[src/rtl/regfile_p.sv]
// regfile_p: parameterised register file with one write port, two registered
// read ports with write-to-read bypass, optional hardwired-zero entry 0, and a
// clear sweep that zeroes every entry one per cycle while busy is high.

module regfile_p #(
    parameter int DATA_W   = 8,
    parameter int DEPTH    = 4,
    parameter int ZERO_REG = 0,
    localparam int ADDR_W  = (DEPTH > 1) ? $clog2(DEPTH) : 1
) (
    input  logic              clk,
    input  logic              rst,
    input  logic              wr_en,
    input  logic [ADDR_W-1:0] wr_addr,
    input  logic [DATA_W-1:0] wr_data,
    input  logic [ADDR_W-1:0] rda_addr,
    input  logic [ADDR_W-1:0] rdb_addr,
    input  logic              clr_req,
    output logic [DATA_W-1:0] rd_data_a,
    output logic [DATA_W-1:0] rd_data_b,
    output logic              busy
);

    // Last entry visited by the clear sweep; the sweep ends after zeroing it.
    localparam logic [ADDR_W-1:0] LAST_IDX = ADDR_W'(DEPTH - 1);
    localparam bit                ZERO_EN  = (ZERO_REG != 0);

    typedef enum logic [0:0] {
        ST_IDLE  = 1'b0,
        ST_CLEAR = 1'b1
    } state_t;

    state_t            state_r;
    state_t            state_next_s;
    logic [ADDR_W-1:0] idx_r;
    logic [ADDR_W-1:0] idx_next_s;
    logic [DATA_W-1:0] mem_r [DEPTH];
    logic [DATA_W-1:0] rd_a_r;
    logic [DATA_W-1:0] rd_b_r;
    logic [DATA_W-1:0] rd_a_next_s;
    logic [DATA_W-1:0] rd_b_next_s;
    logic              busy_r;
    logic              clearing_s;
    logic              last_idx_s;
    logic              wr_commit_s;

    // True when the address refers to the hardwired-zero entry.
    function automatic logic is_zero_reg(input logic [ADDR_W-1:0] addr);
        return ZERO_EN && (addr == {ADDR_W{1'b0}});
    endfunction

    // Read-port result for one address: zero while sweeping or for the
    // hardwired entry, the incoming write data on an address match, else the
    // stored entry.
    function automatic logic [DATA_W-1:0] port_value(
        input logic              sweeping,
        input logic [ADDR_W-1:0] raddr,
        input logic              commit,
        input logic [ADDR_W-1:0] waddr,
        input logic [DATA_W-1:0] wdata,
        input logic [DATA_W-1:0] stored
    );
        logic [DATA_W-1:0] val;
        if (sweeping) begin
            val = {DATA_W{1'b0}};
        end else if (is_zero_reg(raddr)) begin
            val = {DATA_W{1'b0}};
        end else if (commit && (raddr == waddr)) begin
            val = wdata;
        end else begin
            val = stored;
        end
        return val;
    endfunction

    // Decode of the current cycle: sweep activity, sweep end, write commit.
    always_comb begin
        clearing_s  = (state_r == ST_CLEAR);
        last_idx_s  = (idx_r == LAST_IDX);
        wr_commit_s = wr_en && !clearing_s && !is_zero_reg(wr_addr);
    end

    // Next-state and sweep-index logic for the IDLE/CLEAR controller.
    always_comb begin
        state_next_s = state_r;
        idx_next_s   = idx_r;
        case (state_r)
            ST_IDLE: begin
                if (clr_req) begin
                    state_next_s = ST_CLEAR;
                    idx_next_s   = {ADDR_W{1'b0}};
                end else begin
                    state_next_s = ST_IDLE;
                    idx_next_s   = idx_r;
                end
            end
            ST_CLEAR: begin
                // clr_req is deliberately not looked at here: no restart.
                if (last_idx_s) begin
                    state_next_s = ST_IDLE;
                    idx_next_s   = {ADDR_W{1'b0}};
                end else begin
                    state_next_s = ST_CLEAR;
                    idx_next_s   = idx_r + ADDR_W'(1'b1);
                end
            end
            default: begin
                state_next_s = ST_IDLE;
                idx_next_s   = {ADDR_W{1'b0}};
            end
        endcase
    end

    // Next values of both read ports, including same-edge write bypass.
    always_comb begin
        rd_a_next_s = port_value(clearing_s, rda_addr, wr_commit_s, wr_addr,
                                 wr_data, mem_r[rda_addr]);
        rd_b_next_s = port_value(clearing_s, rdb_addr, wr_commit_s, wr_addr,
                                 wr_data, mem_r[rdb_addr]);
    end

    // Controller state, sweep index and registered busy flag.
    always_ff @(posedge clk or posedge rst) begin
        if (rst) begin
            state_r <= ST_IDLE;
            idx_r   <= {ADDR_W{1'b0}};
            busy_r  <= 1'b0;
        end else begin
            state_r <= state_next_s;
            idx_r   <= idx_next_s;
            busy_r  <= (state_next_s == ST_CLEAR);
        end
    end

    // Storage array: sweep zeroing takes priority, writes are dropped while
    // sweeping.
    always_ff @(posedge clk or posedge rst) begin
        if (rst) begin
            for (int i = 0; i < DEPTH; i++) begin
                mem_r[i] <= {DATA_W{1'b0}};
            end
        end else if (clearing_s) begin
            mem_r[idx_r] <= {DATA_W{1'b0}};
        end else if (wr_commit_s) begin
            mem_r[wr_addr] <= wr_data;
        end else begin
            mem_r[wr_addr] <= mem_r[wr_addr];
        end
    end

    // Registered read outputs, one cycle after the address is sampled.
    always_ff @(posedge clk or posedge rst) begin
        if (rst) begin
            rd_a_r <= {DATA_W{1'b0}};
            rd_b_r <= {DATA_W{1'b0}};
        end else begin
            rd_a_r <= rd_a_next_s;
            rd_b_r <= rd_b_next_s;
        end
    end

    assign rd_data_a = rd_a_r;
    assign rd_data_b = rd_b_r;
    assign busy      = busy_r;

endmodule

[config.mk]
export PLATFORM = sky130hd
export DESIGN_NAME = regfile_p
export DESIGN_NICKNAME = d
export VERILOG_FILES = /design/src/rtl/regfile_p.sv
export SDC_FILE = /design/constraint.sdc
export NUM_CORES = 1
export LEC_CHECK = 0
export CAP_MARGIN = 20
export CORE_ASPECT_RATIO = 1.25
export CORE_UTILIZATION = 44
export CTS_CLUSTER_DIAMETER = 30
export DETAILED_ROUTE_END_ITERATION = 6
export GPL_ROUTABILITY_DRIVEN = 0
export PLACE_DENSITY = 0.73
export SLEW_MARGIN = 20
export SYNTH_ARGS = -nofsm -noshare
export SYNTH_HDL_FRONTEND = slang
export SYNTH_SLANG_ARGS = --single-unit
[constraint.sdc]
create_clock -name clk -period 2.11 [get_ports clk]
set_input_delay 0.633 -clock clk [delete_from_list [all_inputs] [get_ports clk]]
set_output_delay 0.633 -clock clk [all_outputs]
set_load 0.05 [all_outputs]
======== After elaboration in Yosys (flattened, before gate mapping) ========
Cells that the tools add are included.
word-level totals
  register bits after elaboration ......... 51
  latch bits .............................. 0
  memory bits (writable) .................. 0
  memory bits (read-only) ................. 0
  output and inout port bits .............. 17
  memories ................................ 0
cells by class
  add/sub/neg operators ................... 1
  multiply operators ...................... 0
  div/mod/pow operators ................... 0
  $lt $le $gt $ge ......................... 6
  eq/ne operators ......................... 4
  shifts and indexed selects .............. 0
  muxes and demuxes ....................... 27
  bitwise operators ....................... 7
  reduce and logical (&&, ||, !) cells .... 6
operators with widths
  cell                 number
  $mux 8               12
  $bwmux 32            2
  $mux 32              2
  $bmux 8 s2           3
  $and 32x32->32       1
  $demux 8 s2          2
  $not 32->32          1
  $ge 3x3->1 const B   4
  $not 2->3            4
  $lt 3x1->1 const B   2
  $logic_and 1x1->1    5
  $eq 2x2->1           2
  $mux 2               2
  $pmux 2 s2           1
  $add 2x1->2 const B  1
  $eq 2x2->1 const B   1
  $mux 1               2
  $ne 2x2->1 const B   1
  $pmux 1 s2           1
  $logic_not 1->1      1
  $not 1->1            1

======== Longest topological paths before layout ========
Gate-level depths: netlist of the first run.
  depth after elaboration ................. 8
  mapped depth ............................ 6
  depth with buffers taken out ............ 5

======== Worst setup path before layout of the first run ========
OpenSTA, ideal clock, no wires.
  path kind ............................... in2reg
  start point ............................. input port rdb_addr[0]
  end point ............................... register rd_b_r[0], in the netlist rd_data_b[0]
  data arrival time ....................... 1.585 ns
  path slack .............................. 0.393 ns
  stages on the path ...................... 4
  path buffers ............................ 1
  cell sequence ........................... buf_2 mux4_2 mux2i_1 nor2_1
between the ends
  longest elaborated chain between the ends .. 6
  elaborated cells between the ends (all ways) .. 8
  classes of those cells .................. eq/ne: 1; mux: 5; bitwise: 1; reduce/logical: 1
RTL lines
  item                                       line  RTL
  start, declared                            17    input logic [ADDR_W-1:0] rdb_addr,
  $not 2->3 (not written as such)            119   wr_data, mem_r[rdb_addr]);
  $bmux 8 s2                                 119
  $mux 8 (not written as such) (2 in a row)  119
  $mux 8 *                                   68    end else if (commit && (raddr == waddr)) begin
  $mux 8 *                                   64    if (sweeping) begin
  via rd_b_next_s[0]                         41    logic [DATA_W-1:0] rd_b_next_s;
  end signal, assigned                       155   rd_b_r <= {DATA_W{1'b0}};
  end signal, assigned                       158   rd_b_r <= rd_b_next_s;
  end, declared                              39    logic [DATA_W-1:0] rd_b_r;
The timed path passes the listed nets; every way through them passes the cells marked *. The select of a mux whose other input is x is not followed.
A chain may end at the register's enable or synchronous reset.

======== Worst setup path after layout of the first run ========
  start point ............................. register rd_a_r[7], in the netlist rd_data_a[7]
  end point ............................... output port rd_data_a[7]
RTL lines
  item                    line  RTL
  start, declared         38    logic [DATA_W-1:0] rd_a_r;
  start signal, assigned  154   rd_a_r <= {DATA_W{1'b0}};
  start signal, assigned  157   rd_a_r <= rd_a_next_s;
  end, declared           19    output logic [DATA_W-1:0] rd_data_a,
No word-level cell between the ends.

==> key figures, run 1 <==
Status
  – Outcome: complete, no violations

Setup path
  – R2r startpoint: busy$_DFF_PP0_
  – CP Max Fanout: 1
  – CP peak stage delay: 0.79 ns
  – Instance count on the critical path: 1
  – Reg2reg setup slack: 0.54 ns
  – Critical Path AT: 1.42 ns
  – Delay-heaviest family, CP: buffers and inverters
  – Sequence of cells on the critical path: clkdlybuf4s50_1
  – Setup Crit Path Kind: reg -> out
  – CP max stage cell: clkdlybuf4s50_1
  – Critical Path RT: 1.48 ns
  – CP Launch Point: rd_data_a[7]$_DFF_PP0_
  – Critical path capture point type: primary output
  – R2R cell count: 4
  – Worst r2r dst: mem_r[25]$_DFFE_PP0P_
  – Worst setup path endpoint: rd_data_a[7]
  – Buf+Inv Stages, Crit Path: 1
  – Startpoint Class: flip-flop

Power and ir drop
  – Leakage power: 1.83 nW
  – VDD IR max: 0.394 mV
  – Combinational fraction of design power: 45.5%
  – Net Sw Power: approximately 1.4 mW
  – Sw frac: 37.8%
  – Internal: between 2 and 2.5 mW
  – Power Dens Cells: 989 nW/µm²
  – Sequential power share: 38.0%
  – Clock share of power: approximately 17%

Route
  – Post-route ant nets: 0
  – Drt total wl: 7.34 mm
  – Via density: around 5.9
  – Drt drc: 0
  – DRT Pass-1 Iters: 4
  – Top routing layer in use: met4
  – Met2 Wirelength: 3.74 mm
  – Drt wl/cell: 19.5 µm
  – Met3 WL: 507 µm
  – DRT iter0 DRCs: 194
  – Post-Route M1 WL: 2.92 mm
  – Total number of vias: 2233

Yosys
  – Synth Register Bits: 51
  – Sequential element share of the synthesized area: between 40% and 50%
  – Synth area leaders: dfrtp_1 44%, mux4_2 12%, mux2i_1 11%, a32o_1 9.6%, o21bai_2 2.3%
  – Netlist area before placement: 2930 µm²
  – Most frequent cell after synthesis: dfrtp_1
  – Yosys top cell area share: 43.6%
  – Fraction of registers with async set/reset: 100%
  – Yosys cell types: 35
  – Avg Cell Area, Syn: 13.2 µm²
  – Post-synth top cells: 51 x dfrtp_1, 31 x mux2i_1, 28 x a32o_1
  – Dominant synthesized flop cell: dfrtp_1
  – Syn_nets: 244
  – EDFF count, synth: 0
  – YS warnings: 0
  – Post-synth top area cell: dfrtp_1
  – Syn Inst Count: 222

Final layout
  – Area growth, synth to finish: 28.2%
  – Diodes inserted: 0
  – Non-Filler Instances: 377
  – Util after Layout: 59.7%
  – Fraction of layout cells with a size suffix above 1: 31.8%
  – Layout net count: 313

Timing
  – Final worst-path cycle share: 97.5%
  – Skew final: approximately 0.005 ns
  – Fin. max-slew vios: 0
  – Final Hold Fails: 0
  – Minimum clock period: 2.06 ns
  – FMAX: 486 MHz
  – Final setup violation count: 0
  – TNS Setup: 0 ns
  – Slew margin rel.: 65.8%
  – RSZ-0062 raised after global routing: false
  – Worst-Margin Slew: ~0.5 ns
  – Hold slack: between 0.5 and 0.6 ns

Clocking
  – Clk sinks: 51
  – Post-CTS Setup Inserts: 0
  – Clock-pin slew on the worst setup and hold paths: roughly 0.09 ns
  – CTS resizes: 0
  – CTS buffer count: 5
  – CTS root buffer: clkbuf_8
  – Clock tree buffer depth: 2
  – Hold_buf cts: 0
  – Worst-Skew Late Latency: 0.30 ns
  – TritonCTS clock tree: yes
  – H-tree levels: 2

Global route
  – Initial antenna violation count: 0
  – Vias in the first global route: 2282
  – Remaining Overflow, GRT: 0
  – Global-route wire length before repair: 11.8 mm
  – GRT Util Overall: 23.2%
  – Largest net degree at the start of global routing: 19

Die
  – CORE AREA: between 6000 and 7000 µm²
  – Starting density of the core: between 40% and 50%
  – Die height: slightly above 90 µm
  – Die Wd: between 70 and 80 µm
  – Ports: 35
  – Die Area: 6980 µm²
  – Cell Rows: 32

Min path
  – Class of the most critical hold timing path: reg -> reg

Run
  – Maxcap violations: 0

Place
  – DP HPWL: approximately 5.3 mm
  – Port Buffers: 34
  – Cells after DPL: 369
-- how the worst min path moves through the flow --
| stage | startpoint | end | slack, ns | cells past startpoint |
|---|---|---|---|---|
| after global routing | mem_r[10]$_DFFE_PP0P_ | mem_r[10]$_DFFE_PP0P_ | 0.57 | 1 |
| after CTS | mem_r[10]$_DFFE_PP0P_ | mem_r[10]$_DFFE_PP0P_ | 0.55 | 1 |
| after global placement | mem_r[11]$_DFFE_PP0P_ | mem_r[11]$_DFFE_PP0P_ | 0.52 | 1 |
| after floorplan | mem_r[23]$_DFFE_PP0P_ | mem_r[23]$_DFFE_PP0P_ | 0.49 | 2 |
| final | mem_r[11]$_DFFE_PP0P_ | mem_r[11]$_DFFE_PP0P_ | 0.55 | 1 |
| after detailed placement | mem_r[21]$_DFFE_PP0P_ | mem_r[21]$_DFFE_PP0P_ | 0.53 | 1 |
-- area by class of cell --
cell class / count / area (µm²)
Tap cell: 85 / 106
Clock buffer: 8 / 100
Sequential cell: 51 / 1280
Timing Repair Buffer: 74 / 708
Inverter: 8 / 30.0
Fill cell: 539 / 2530
Multi-Input combinational cell: 151 / 1530
-- placed cells by master (no fill, tap or decap), types with 2 or more instances in the layout --
master / netlist / routed
nand3_4: 2 / 2
nand2b_1: 7 / 7
xnor2_1: 2 / 2
a21oi_2: 3 / 3
ha_1: 4 / 4
dlymetal6s2s_1: 0 / 5
mux2i_1: 31 / 31
mux4_2: 16 / 16
o21bai_2: 6 / 6
nor3b_4: 2 / 2
dfrtp_1: 51 / 51
buf_4: 2 / 42
inv_1: 7 / 6
inv_2: 1 / 2
clkdlybuf4s50_1: 0 / 21
a32o_1: 28 / 28
o21ai_1: 10 / 10
nand2_1: 7 / 7
nor2_1: 16 / 16
xnor2_2: 2 / 2
a21oi_1: 2 / 2
clkbuf_8: 0 / 7
buf_12: 0 / 6
-- cells by family (layout without fill, tap and decap cells) --
kind of cell | count (synthesis) | count (layout) | synth area share, %
XOR/XNOR | 4 | 4 | 1.71
flip-flops | 51 | 51 | 43.6
buffers and inverters | 20 | 90 | 4.06
adder cells (fa/ha/maj) | 4 | 4 | 1.71
multiplexers | 49 | 49 | 23.8
AO/OA/AOI/OAI | 55 | 55 | 16.8
AND/OR/NAND/NOR | 39 | 39 | 8.34
-- power by group through the flow --
stage	sequential (mW)	clock [mW]	combinational, mW
after floorplan	1.50	0	0.956
after global placement	1.41	0	1.65
after detailed placement	1.43	0	1.68
after CTS	1.41	0.631	1.69
after global routing	1.44	0.666	1.81
final	1.41	0.613	1.69
-- state kept, by name, indices dropped and copies added, names as in the netlist --
signal / cells
mem_r: 32
idx_r: 2
rd_data_a: 8
busy: 1
rd_data_b: 8
-- layer usage --
layer,GRT usage (%),up-vias
met3,4.53,16
li1,-,992
met2,37.8,85
met1,29.8,1140
met4,9.43,0
met5,0,-
-- per-stage QoR --
stage                     power [mW]  worst slack (ns)  cell area, µm²
final                           3.71            0.0532            3750
after CTS                       3.73            0.0116            3740
after global routing            3.92           0.00460            3750
after global placement          3.06            -0.115            3640
after detailed placement        3.11            -0.151            3640
after floorplan                 2.46             0.247            2930
(Power assumes the default switching activity.)
==> run 2: changes to the inputs <==
--- a/config.mk
+++ b/config.mk
@@ -5,13 +5,14 @@
 export SDC_FILE = /design/constraint.sdc
 export NUM_CORES = 1
 export LEC_CHECK = 0
+export ABC_AREA = 1
 export CAP_MARGIN = 20
 export CORE_ASPECT_RATIO = 1.25
-export CORE_UTILIZATION = 44
+export CORE_UTILIZATION = 27
 export CTS_CLUSTER_DIAMETER = 30
 export DETAILED_ROUTE_END_ITERATION = 6
 export GPL_ROUTABILITY_DRIVEN = 0
-export PLACE_DENSITY = 0.73
+export PLACE_DENSITY = 0.52
 export SLEW_MARGIN = 20
 export SYNTH_ARGS = -nofsm -noshare
 export SYNTH_HDL_FRONTEND = slang
==> key figures, run 2 <==
Status
  – Outcome: complete, no violations

Timing
  – Slew margin rel.: 67.1% (+1.3 points)
  – Final worst-path cycle share: 96.9% (-0.60 points)
  – Final setup violation count: 0 (unchanged)
  – Worst-Margin Slew: 0.492 ns (-0.0206 ns)
  – Fin. max-slew vios: 0 (unchanged)
  – RSZ-0062 raised after global routing: false
  – Minimum clock period: 2.04 ns (-0.0127 ns)
  – Skew final: 0.00883 ns (+0.00368 ns)
  – Final Hold Fails: 0 (unchanged)
  – FMAX: 489 MHz (+0.62%)

Setup path
  – CP max stage cell: clkdlybuf4s50_1
  – Reg2reg setup slack: 0.53 ns (about the same)
  – Critical path capture point type: primary output
  – Buf+Inv Stages, Crit Path: 1 (unchanged)
  – Critical Path AT: 1.41 ns (about the same)
  – Sequence of cells on the critical path: clkdlybuf4s50_1
  – CP Max Fanout: 1 (unchanged)
  – Delay-heaviest family, CP: buffers and inverters
  – Setup Crit Path Kind: reg -> out
  – Startpoint Class: flip-flop
  – Worst r2r dst: rd_data_a[0]$_DFF_PP0_
  – CP peak stage delay: 0.79 ns (about the same)
  – R2R cell count: 6 (+2)
  – R2r startpoint: busy$_DFF_PP0_
  – Critical Path RT: 1.48 ns (about the same)

Min path
  – Worst hold stages: 1 (unchanged)
  – Min-Delay Endpoint: idx_r[0]$_DFFE_PP0P_
  – Worst hold start: idx_r[0]$_DFFE_PP0P_
  – Class of the most critical hold timing path: reg -> reg

Yosys
  – Avg Cell Area, Syn: 6.86 µm² (-48%)
  – Synth Register Bits: 51 (unchanged)
  – Netlist area before placement: 3500 µm² (+19%)
  – Yosys cell types: 23 (-34%)
  – Sequential element share of the synthesized area: 36.5% (-7.1 points)
  – Most frequent cell after synthesis: nand2_1
  – Yosys top cell area share: 36.5% (-7.1 points)
  – Dominant synthesized flop cell: dfrtp_1
  – Fraction of registers with async set/reset: 100% (unchanged)
  – Synth area leaders: dfrtp_1 36%, nand2_1 19%, nand3_1 14%, inv_1 4.6%, o21ai_0 4.2%
  – YS warnings: 0 (unchanged)
  – Post-synth top cells: 176 x nand2_1, 96 x nand3_1, 51 x dfrtp_1
  – Post-synth top area cell: dfrtp_1
  – Syn Inst Count: 510 (+130%)
  – Syn_nets: 532 (+120%)
  – EDFF count, synth: 0 (unchanged)

Clocking
  – Clock tree buffer depth: 2 (unchanged)
  – CTS root buffer: clkbuf_16
  – Worst-Skew Late Latency: 0.30 ns (about the same)
  – Clock-pin slew on the worst setup and hold paths: 0.07 ns (-0.02 ns)
  – CTS buffer count: 5 (unchanged)
  – TritonCTS clock tree: yes
  – Hold_buf cts: 0 (unchanged)
  – H-tree levels: 2 (unchanged)
  – Clk sinks: 51 (unchanged)
  – Post-CTS Setup Inserts: 0 (unchanged)
  – CTS resizes: 0 (unchanged)

Power and ir drop
  – Clock share of power: 26.5% (+10 points)
  – Combinational fraction of design power: 40.4% (-5.1 points)
  – Net Sw Power: 1.49 mW (+6.0%)
  – Sw frac: 40.6% (+2.8 points)
  – Internal: 2.18 mW (-5.6%)
  – Power Dens Cells: 856 nW/µm² (-13%)
  – Pwr Total: 3.67 mW (-1.2%)
  – Leakage power: 2.20 nW (+20%)
  – VDD IR max: 0.421 mV (+6.9%)
  – Sequential power share: 33.1% (-4.9 points)

Final layout
  – # fillers: 1380 (+160%)
  – Post-layout instance area: 4280 µm² (+14%)
  – Layout net count: 574 (+83%)
  – Commonest non-fill, non-tap cell in the layout: nand2_1
  – Commonest non-fill, non-tap cells in the layout: 176 x nand2_1, 96 x nand3_1, 51 x dfrtp_1
  – Diodes inserted: 0 (unchanged)
  – Max reg flops: 32 (unchanged)
  – Top reg by flops: mem_r
  – Area growth, synth to finish: 22.5%
  – Fraction of layout cells with a size suffix above 1: 14.1% (-18 points)

Global route
  – Largest net degree at the start of global routing: 52 (+33)
  – Global-route wire length before repair: 18.0 mm (+52%)
  – Initial antenna violation count: 0 (unchanged)
  – GRT Util Overall: 17.5% (-5.7 points)
  – Vias in the first global route: 3340 (+46%)
  – Remaining Overflow, GRT: 0 (unchanged)

Place
  – Port Buffers: 34 (unchanged)
  – DP HPWL: 8.25 mm (+55%)
  – Placed instance area: 4110 µm² (+13%)

Route
  – Drt total wl: 11.2 mm (+53%)
  – Post-route ant nets: 0 (unchanged)
  – Via density: 4.96 (-16%)
  – Drt wl/cell: 15.6 µm (-20%)
  – DRT Pass-1 Iters: 5 (+1)
  – DRT iter0 DRCs: 292 (+51%)
  – Drt drc: 0 (unchanged)
  – Total number of vias: 3574 (+60%)

Die
  – Ports: 35 (unchanged)
  – Die Area: 13400 µm² (+92%)
  – CORE AREA: 12700 µm² (+100%)
  – Cell Rows: 46 (+44%)
  – Die Wd: 104 µm (+38%)
  – Starting density of the core: 27.6% (-19 points)
  – Die height: 129 µm (+39%)

Run
  – Maxcap violations: 0 (unchanged)
==> run 2: cell types whose count changed in the layout (fill, tap and decap cells not counted), moves of 8 or more <==
cell | previous run | this run
nand4_1 | 0 | 16
inv_1 | 6 | 42
a32o_1 | 28 | 0
mux2i_1 | 31 | 0
inv_2 | 2 | 10
nand3_1 | 0 | 96
buf_4 | 42 | 34
o21ai_0 | 1 | 29
nor2_1 | 16 | 34
mux4_2 | 16 | 0
nand2_1 | 7 | 176
==> run 2: logic make-up (layout without fill, tap and decap cells) <==
| group | after synthesis | after routing | synth area share, % |
|---|---|---|---|
| fa+ha+maj | 4 | 4 | 1.43 |
| buf+inv | 80 | 123 | 11.8 |
| compound gates | 36 | 36 | 5.26 |
| flops | 51 | 51 | 36.5 |
| simple gates | 339 | 339 | 45.0 |
==> run 2: through the flow <==
step / cells / setup TNS (ns) / util [%] / setup WS [ns] / hold WS [ns]
after floorplan: 510 / 0 / - / 0.247 / 0.501
after global placement: 713 / -0.0313 / 32.5 / -0.00976 / 0.542
after detailed placement: 713 / -0.351 / 32.5 / -0.0594 / 0.547
after CTS: 721 / 0 / 33.8 / 0.0529 / 0.559
after global routing: 721 / 0 / 33.8 / 0.0329 / 0.626
final: 721 / 0 / 33.8 / 0.0659 / 0.554
==> run 2: final cells by class <==
| class | count | area [µm²] | share of cell area [%] |
|---|---|---|---|
| clock buffers | 6 | 139 | 3.24 |
| well taps | 168 | 210 | 4.91 |
| multi-input cells | 379 | 1810 | 42.2 |
| repair buffers | 62 | 616 | 14.4 |
| inverters | 53 | 201 | 4.70 |
| flip-flops and latches | 51 | 1280 | 29.8 |
| clock inverters | 2 | 35.0 | 0.818 |
==> run 2: worst max path at each step <==
stage	start	end	slack, ns	depth (start not counted)
after detailed placement	wr_addr[0]	rd_data_a[1]$_DFF_PP0_	-0.06	7
final	rd_data_b[1]$_DFF_PP0_	rd_data_b[1]	0.07	1
after floorplan	rst	busy$_DFF_PP0_	0.25	1
after global routing	rd_data_b[1]$_DFF_PP0_	rd_data_b[1]	0.03	1
after CTS	rd_data_b[1]$_DFF_PP0_	rd_data_b[1]	0.05	1
after global placement	wr_addr[0]	rd_data_a[0]$_DFF_PP0_	-0.01	7
==> run 2: per-layer routing <==
metal	global-route usage (%)	wire [µm]
met5	0	0
met1	20.9	4510
met4	10.1	524
met2	30.6	5550
met3	2.21	641
==> run 2: power by group through the flow <==
stage | clock [mW] | combinational [mW] | sequential [mW]
2_1_floorplan | 0 | 0.863 | 1.37
3_3_place_gp | 0 | 1.46 | 1.23
3_5_place_dp | 0 | 1.48 | 1.23
4_1_cts | 0.990 | 1.49 | 1.22
5_1_grt | 1.03 | 1.63 | 1.24
6_report | 0.971 | 1.48 | 1.21
==> run 3: changes to the inputs <==
--- a/config.mk
+++ b/config.mk
@@ -9,7 +9,7 @@
 export CAP_MARGIN = 20
 export CORE_ASPECT_RATIO = 1.25
 export CORE_UTILIZATION = 27
-export CTS_CLUSTER_DIAMETER = 30
+export CTS_CLUSTER_DIAMETER = 50
 export DETAILED_ROUTE_END_ITERATION = 6
 export GPL_ROUTABILITY_DRIVEN = 0
 export PLACE_DENSITY = 0.52
==> results of run 3 <==
Final layout, timing and power as in run 2 (identical DEF).
